### config.mk
export PLATFORM = sky130hd
export DESIGN_NAME = descrambler_par_flat
export DESIGN_NICKNAME = d
export VERILOG_FILES = /design/src/rtl/descr_pkg.sv /design/src/rtl/descrambler_par_if.sv /design/src/rtl/descr_unroll.sv /design/src/rtl/descrambler_par.sv /design/src/flat_wrapper.sv
export SDC_FILE = /design/constraint.sdc
export NUM_CORES = 1
export LEC_CHECK = 0
export ABC_AREA = 1
export CORE_AREA = 2 2 72 74
export DETAILED_ROUTE_END_ITERATION = 16
export DIE_AREA = 0 0 74 76
export PLACE_DENSITY = 0.76
export SYNTH_ARGS = -nofsm -noshare
export SYNTH_HDL_FRONTEND = slang
export SYNTH_HIERARCHICAL = 1
export SYNTH_SLANG_ARGS = --single-unit
### constraint.sdc
create_clock -name clk -period 3.97 [get_ports clk]
set_clock_uncertainty 0.15 [all_clocks]
set_input_delay 1.191 -clock clk [delete_from_list [all_inputs] [get_ports clk]]
set_output_delay 1.191 -clock clk [all_outputs]
set_load 0.05 [all_outputs]
### src/rtl/descr_pkg.sv
// Shared constants, types and the single-bit LFSR step for descrambler_par.
// Latency: n/a (package). Backpressure: n/a.
// Contents: LFSR/lock widths, default seed, tap positions and mask, FSM state type.
package descr_pkg;

  localparam int LFSR_W    = 24;
  localparam int LOCK_BITS = 24;
  localparam int CNT_W     = 5;
  localparam logic [LFSR_W-1:0] DEFAULT_SEED = 24'h1F_EEDD;
  localparam logic [CNT_W-1:0]  LOCK_CNT     = CNT_W'(LOCK_BITS);

  // Tap positions of x^23 + x^21 + x^16 + x^8 + x^5 + x^2 + 1, counted
  // in the shift register where s[0] holds the most recently received bit.
  localparam int TAP_0 = 23;
  localparam int TAP_1 = 21;
  localparam int TAP_2 = 16;
  localparam int TAP_3 = 8;
  localparam int TAP_4 = 5;
  localparam int TAP_5 = 2;
  localparam logic [LFSR_W-1:0] TAP_MASK =
    (24'd1 << TAP_0) | (24'd1 << TAP_1) | (24'd1 << TAP_2) |
    (24'd1 << TAP_3) | (24'd1 << TAP_4) | (24'd1 << TAP_5);

  typedef enum logic [1:0] {
    IDLE   = 2'd0,
    TRAIN  = 2'd1,
    LOCKED = 2'd2
  } state_t;

  // One serial step: returns {out_bit, s_next}. The register is fed with the
  // received (scrambled) bit, which is what makes the scheme self-synchronising.
  function automatic logic [LFSR_W:0] lfsr_step(input logic [LFSR_W-1:0] s,
                                                input logic              in_bit);
    logic out_bit;
    out_bit = in_bit ^ (^(s & TAP_MASK));
    return {out_bit, s[LFSR_W-2:0], in_bit};
  endfunction

endpackage

### src/rtl/descrambler_par_if.sv
// Stream bundle for descrambler_par: scrambled words in, descrambled words out.
// Latency: n/a (interface). Backpressure: valid/ready on both sides.
// Signals: in_data/in_valid/in_ready (upstream), out_data/out_valid/out_ready (downstream).
interface descrambler_par_if #(
  parameter int DATA_W = 8
);
  logic [DATA_W-1:0] in_data;
  logic              in_valid;
  logic              in_ready;
  logic [DATA_W-1:0] out_data;
  logic              out_valid;
  logic              out_ready;

  // master: the environment (source of scrambled words, sink of results)
  modport master (
    output in_data, in_valid, out_ready,
    input  in_ready, out_data, out_valid
  );

  // slave: the descrambler
  modport slave (
    input  in_data, in_valid, out_ready,
    output in_ready, out_data, out_valid
  );
endinterface

### src/rtl/descr_unroll.sv
// Combinational DATA_W-step unrolling of the self-synchronising descrambler LFSR.
// Latency: 0 cycles (pure logic). Backpressure: none, caller decides when to commit s_next_o.
// Ports: data_i (bit 0 earliest), s_i current LFSR; data_o descrambled, s_next_o advanced LFSR.
module descr_unroll
  import descr_pkg::*;
#(
  parameter int DATA_W = 8
) (
  input  logic [DATA_W-1:0] data_i,
  input  logic [LFSR_W-1:0] s_i,
  output logic [DATA_W-1:0] data_o,
  output logic [LFSR_W-1:0] s_next_o
);

  logic [LFSR_W-1:0] s_var;
  logic [LFSR_W:0]   step;

  always_comb begin
    s_var  = s_i;
    step   = '0;
    data_o = '0;
    for (int i = 0; i < DATA_W; i++) begin
      step      = lfsr_step(s_var, data_i[i]);
      data_o[i] = step[LFSR_W];
      s_var     = step[LFSR_W-1:0];
    end
    s_next_o = s_var;
  end

endmodule

### src/rtl/descrambler_par.sv
// Parallel self-synchronising descrambler (x^23+x^21+x^16+x^8+x^5+x^2+1), DATA_W bits/beat.
// Latency: 1 cycle from accepted input beat to out_valid; full throughput of one beat per clock.
// Backpressure: in_ready = enable && (!out_valid || out_ready); output register holds while stalled.
// Ports: clk, rst (sync, active-high), enable (low flushes/reseeds), descr_rst (reseed request),
//        bus (descrambler_par_if.slave stream), locked (>= 24 bits absorbed since last reseed).
// Optional macro DESCR_BYPASS_EN adds input 'bypass': pass data through, freeze LFSR and counter.
module descrambler_par
  import descr_pkg::*;
#(
  parameter int                DATA_W = 8,
  parameter logic [LFSR_W-1:0] SEED   = DEFAULT_SEED
) (
  input  logic clk,
  input  logic rst,
  input  logic enable,
  input  logic descr_rst,
`ifdef DESCR_BYPASS_EN
  input  logic bypass,
`endif
  descrambler_par_if.slave bus,
  output logic locked
);

  state_t            state_q, state_d;
  logic [LFSR_W-1:0] s_q, s_d;
  logic [CNT_W-1:0]  cnt_q, cnt_d;
  logic [DATA_W-1:0] out_data_q, out_data_d;
  logic              out_valid_q, out_valid_d;

  logic              in_ready;
  logic              accept;
  logic              byp;
  logic [LFSR_W-1:0] s_base;
  logic [CNT_W-1:0]  cnt_base;
  logic [LFSR_W-1:0] s_unr;
  logic [DATA_W-1:0] unr_data;
  logic [7:0]        cnt_sum;

`ifdef DESCR_BYPASS_EN
  assign byp = bypass;
`else
  assign byp = 1'b0;
`endif

  assign in_ready = enable && (!out_valid_q || bus.out_ready);
  assign accept   = bus.in_valid && in_ready;

  // A restart takes effect before the beat accepted in the same cycle, so the
  // unroller always starts from the post-restart state.
  assign s_base   = descr_rst ? SEED : s_q;
  assign cnt_base = descr_rst ? '0   : cnt_q;

  descr_unroll #(
    .DATA_W (DATA_W)
  ) u_unroll (
    .data_i   (bus.in_data),
    .s_i      (s_base),
    .data_o   (unr_data),
    .s_next_o (s_unr)
  );

  // Bit counter saturates at LOCK_BITS; the wider sum keeps DATA_W up to 64 safe.
  assign cnt_sum = {3'b000, cnt_base} + 8'(DATA_W);

  always_comb begin
    state_d     = state_q;
    s_d         = s_q;
    cnt_d       = cnt_q;
    out_data_d  = out_data_q;
    out_valid_d = out_valid_q;

    if (!enable) begin
      // Disable wins over restart and drops any pending output word.
      state_d     = IDLE;
      s_d         = SEED;
      cnt_d       = '0;
      out_valid_d = 1'b0;
    end else begin
      s_d   = s_base;
      cnt_d = cnt_base;
      if (bus.out_ready) begin
        out_valid_d = 1'b0;
      end
      if (accept) begin
        out_valid_d = 1'b1;
        if (byp) begin
          out_data_d = bus.in_data;
        end else begin
          out_data_d = unr_data;
          s_d        = s_unr;
          cnt_d      = (cnt_sum >= 8'(LOCK_BITS)) ? LOCK_CNT : cnt_sum[CNT_W-1:0];
        end
      end
      // IDLE with enable high behaves as TRAIN for the first beat.
      state_d = (cnt_d == LOCK_CNT) ? LOCKED : TRAIN;
    end
  end

  always_ff @(posedge clk) begin
    if (rst) begin
      state_q     <= IDLE;
      s_q         <= SEED;
      cnt_q       <= '0;
      out_data_q  <= '0;
      out_valid_q <= 1'b0;
    end else begin
      state_q     <= state_d;
      s_q         <= s_d;
      cnt_q       <= cnt_d;
      out_data_q  <= out_data_d;
      out_valid_q <= out_valid_d;
    end
  end

  assign bus.in_ready  = in_ready;
  assign bus.out_data  = out_data_q;
  assign bus.out_valid = out_valid_q;
  assign locked        = (state_q == LOCKED);

endmodule

### src/flat_wrapper.sv
// flat-port wrapper written by rule: the top's interface ports become plain ports
module descrambler_par_flat import descr_pkg::*;
#(
  parameter int                DATA_W = 8,
  parameter logic [LFSR_W-1:0] SEED   = DEFAULT_SEED
)
  (clk, rst, enable, descr_rst, locked, bus_in_data, bus_in_valid, bus_out_ready, bus_in_ready, bus_out_data, bus_out_valid);
  descrambler_par_if #(.DATA_W(DATA_W)) bus_i ();
  input  logic clk;
  input  logic rst;
  input  logic enable;
  input  logic descr_rst;
  output logic locked;
  input wire logic [$bits(bus_i.in_data)-1:0] bus_in_data;
  input wire logic [$bits(bus_i.in_valid)-1:0] bus_in_valid;
  input wire logic [$bits(bus_i.out_ready)-1:0] bus_out_ready;
  output wire logic [$bits(bus_i.in_ready)-1:0] bus_in_ready;
  output wire logic [$bits(bus_i.out_data)-1:0] bus_out_data;
  output wire logic [$bits(bus_i.out_valid)-1:0] bus_out_valid;
  assign bus_i.in_data = bus_in_data;
  assign bus_i.in_valid = bus_in_valid;
  assign bus_i.out_ready = bus_out_ready;
  assign bus_in_ready = bus_i.in_ready;
  assign bus_out_data = bus_i.out_data;
  assign bus_out_valid = bus_i.out_valid;
  descrambler_par #(.DATA_W(DATA_W), .SEED(SEED)) u_core (.clk(clk), .rst(rst), .enable(enable), .descr_rst(descr_rst), .bus(bus_i), .locked(locked));
endmodule
== Word level (Yosys, flattened, before mapping) ==
Index checks and enable logic that the tools add are counted.
Storage, ports and cells
  bits in registers: 40
  latch bits: 0
  bits in writable memories: 0
  ROM bits: 0
  input port bits: 14
  memories kept: 0
Cells by class
  add/sub/neg operators: 1
  $mul: 0
  divide/modulo/power cells: 0
  order comparisons: 1
  equal/unequal tests: 2
  shifts and indexed selects: 0
  mux-type cells: 9
  bitwise operators: 9
  reduce and logical (&&, ||, !) cells: 15
Operators by type and width (count)
  parity 24 bit: 8
  2-to-1 mux 24 bit: 2
  2-to-1 mux 5 bit: 4
  >= comparator 8 x 5 -> 1 bit, second input constant: 1
  bitwise XOR 1 bit: 8
  adder 5 x 4 -> 6 bit, second input constant: 1
  == test 5 bit, second input constant: 1
  == test 2 bit, second input constant: 1
  logical AND 1 bit: 2
  2-to-1 mux 1 bit: 2
  2-to-1 mux 2 bit: 1
  AND reduction 2 bit: 1
  nonzero test 2 bit: 1
  OR reduction 2 bit: 1
  logical NOT 1 bit: 1
  logical OR 1 bit: 1
  NOT 1 bit: 1

== Depth between registers and ports, before layout ==
  word-level depth: 8
  depth in mapped cells: 13
  gate-level depth less buffers: 12

== By module ==
Netlist, hierarchy kept.
Modules (own cells, without submodules)
  descrambler_par: times used 1, cells an instance 223, area each 1667.8 um2, sequential area each 800.8 um2
  descr_unroll: times used 1, cells an instance 199, area each 932.1 um2, sequential area each 0.0 um2

== Least setup slack after synthesis ==
Ideal clock, no wire load.
  path type: input to output
  from: input enable
  to: output bus_in_ready
  arrival time: 1.899 ns
  data required time: 2.629 ns
  path slack: 0.730 ns
  stages: 2
  path buffers: 0
  path through: inv_2 > nor2_1
Between the ends
  longest elaborated chain between the ends: 1
Ends and longest elaborated chain
  start: declaration: line flat_wrapper.sv:11  | input logic enable;
  logical AND 1 bit: line descrambler_par.sv:45  | assign in_ready = enable && (!out_valid_q || bus.out_ready);
  end: declaration: line flat_wrapper.sv:17  | output wire logic [$bits(bus_i.in_ready)-1:0] bus_in_ready;
Every way passes these cells.

== Worst setup path after layout ==
Same ends and word-level chain as after synthesis.

==> impl_metrics.py <==
metrics = {
    "power_and_ir_drop": {
        "finalPower_w": 0.000864,
        "ir_drop_mv": 0.157,
        "leakage_nw": 1.41,
        "power_density_mw_per_mm2": 309,
    },
    "synth": {
        "ys.flop_type": "dfxtp_1",
        "synth.avg_cell_area_um2": 6.16,
        "ys.warnings.count": 6,
        "synth.largest_area_cell": "dfxtp_1",
        "synth.cell_area_mm2": 0.00260,
        "synth_top_area_share": 0.308,
        "synth-seq-area-share": 0.308,
        "yosysMostFrequentCell": "nand2_1",
        "netlist-cell-type-count": 24,
        "synth_common_cells": "nand2_1, inv_1, dfxtp_1",
        "async_reset_ff_frac": 0,
        "synth.ff_latch_count": 40,
        "synth_area_leaders": "dfxtp_1, nand2_1, buf_4",
        "synth_edf_count": 0,
        "syn_inst": 422,
        "syn_nets": 436,
    },
    "timing": {
        "fin_ws_ps": 375,
        "tightest_slew_ps": 618,
        "relSlewSlack": 0.587,
        "finalSetupTns_ps": 0,
        "post-route-period-util": 0.905,
        "setup_viol": 0,
        "period_minus_slack_ps": 3590,
        "fmax_mhz": 278,
        "hold_violations": 0,
        "drv_slew": 0,
        "hold-worst-slack_ps": 314,
        "grt_setup_unrepaired": "false",
    },
    "critical_path": {
        "crit_start": "enable",
        "crit_fanout": 4,
        "cp.required_ps": 2630,
        "r2r-start": "u_core/s_q[1]$_SDFF_PP0_",
        "crit_type": "input port to primary output",
        "cp-start-kind": "input port",
        "endpoint_kind": "primary output",
        "crit_arrival_ps": 2250,
    },
    "hold_path": {
        "hp-class": "flip-flop to flip-flop",
        "min_from": "u_core/bus.out_data[3]$_SDFFE_PP0P_",
    },
    "layout": {
        "area_growth_pct": 7.60,
        "final_core_util": 0.570,
        "insertedDiodeCount": 0,
        "final_nets": 435,
        "drive_gt1_frac": 0.0900,
        "fillers": 486,
    },
    "die": {
        "initial_core_util": 0.529,
        "io_pins": 25,
        "dieWidth_um": 74,
        "row_count": 26,
        "die_y_um": 76,
        "core_area_mm2": 0.00491,
        "die_area_mm2": 0.00562,
    },
    "clock_tree": {
        "cts_tree": "yes",
        "hold_buffers": 0,
        "cts_root_buffer": "clkbuf_8",
        "numCtsBuffers": 5,
        "clkSinkCount": 40,
        "cts_buffer_depth": 2,
        "cts_resized": 0,
        "clock_latency_ps": 290,
        "h-tree-depth": 2,
        "post_cts_buffers": 0,
        "clkSlewWorstSetupHoldPaths_ps": 70,
    },
    "drt": {
        "routed_wl_um": 5110,
        "via_count": 2327,
        "wl_met2_um": 2390,
        "route.met3.wl_um": 182,
        "first_pass_iters": 4,
        "wl_per_cell_um": 10.4,
        "routed_via_density": 4.73,
        "antenna_left": 0,
        "dr.max_layer_used": "met4",
        "drt-met1-wl_um": 2450,
        "drt-initial-drc-count": 152,
        "drc": 0,
    },
    "outcome": {
        "status": "finished clean",
    },
    "global_route": {
        "grt_max_degree": 35,
        "grt_pass1_vias": 2078,
        "antenna_found_initial": 0,
        "grt_util_all_layers": 0.197,
        "grt_pass1_wl_um": 8910,
        "grt_overflow_total": 0,
    },
    "placement": {
        "io_buffers": 24,
        "dp_slack_ps": 373,
        "place_congestion": 0.880,
        "dp_hpwl_um": 3700,
    },
    "run": {
        "drv_cap": 0,
    },
}
## power breakdown
part           switching, W  internal (W)
Sequential       0.00000406      0.000414
Combinational      0.000105     0.0000598
Clock              0.000143      0.000139
Total              0.000251      0.000612
## worst max-delay path: stages
cell and delay [ps]:
clkdlybuf4s50_1 580, inv_2 100, nor2_1 210, buf_12 170
## per-layer routing
metal  track usage  up-vias
met5             0        -
met4        0.0582        0
met3        0.0331        8
met2         0.333       49
met1         0.254     1028
li1              -     1242
## layout by cell type, fill, tap and decap left out
cell type and instances:
clkdlybuf4s50_1 23, a21oi_1 18, nor2_1 22, nand3_1 32, nand3b_1 2, clkbuf_8 6
nand4_1 2, nor2_4 1, xor2_1 7, nor3_2 1, buf_4 4, clkinv_2 3
nand2_1 183, buf_12 1, xnor2_1 7, inv_1 47, or2_2 16, nor2_8 1
nand2_2 1, nor2_2 1, inv_2 2, dfxtp_1 40, or2_1 1, nand3_4 1
## kinds of logic (layout without fill, tap and decap cells)
kind of cell	count (synthesis)	in the layout	share of synthesized area
and+or+nand+nor	264	264	0.436
buffers and inverters	86	86	0.174
DFF	40	40	0.308
AOI/OAI and AO/OA	18	18	0.0347
xor gates and xnor gates	14	14	0.0472
## state kept, by name, indices dropped and copies added (netlist names)
signal	flops
u_core/state_q	2
u_core/cnt_q	5
u_core/bus.out_valid	1
u_core/bus.out_data	8
u_core/s_q	24
## path summary, 6_finish.rpt
path / end / slack (ps) / depth (start not counted)
max: bus_in_ready / 380 / 4
max reg2reg: u_core/bus.out_data[7]$_SDFFE_PP0P_ / 2250 / 11
min reg2reg: u_core/bus.out_data[3]$_SDFFE_PP0P_ / 310 / 2
min: u_core/bus.out_data[3]$_SDFFE_PP0P_ / 310 / 2
## cell type report
| type | instances | area (um^2) | share of cell area |
|---|---|---|---|
| multi-input combinational | 296 | 1350 | 0.482 |
| sequential | 40 | 801 | 0.286 |
| timing repair buffer | 28 | 280 | 0.100 |
| inverter | 50 | 189 | 0.0675 |
| tap | 70 | 87.6 | 0.0313 |
| clock buffer | 6 | 82.6 | 0.0295 |
| clock inverter | 2 | 10.0 | 0.00358 |
## metrics by stage
step / instances / cell area [um^2]
finish: 492 / 2800
global route: 492 / 2800
CTS: 492 / 2800
detailed placement: 484 / 2710
global placement: 484 / 2710
floorplan: 422 / 2600
Note: power is estimated with default switching activity, not from simulation.
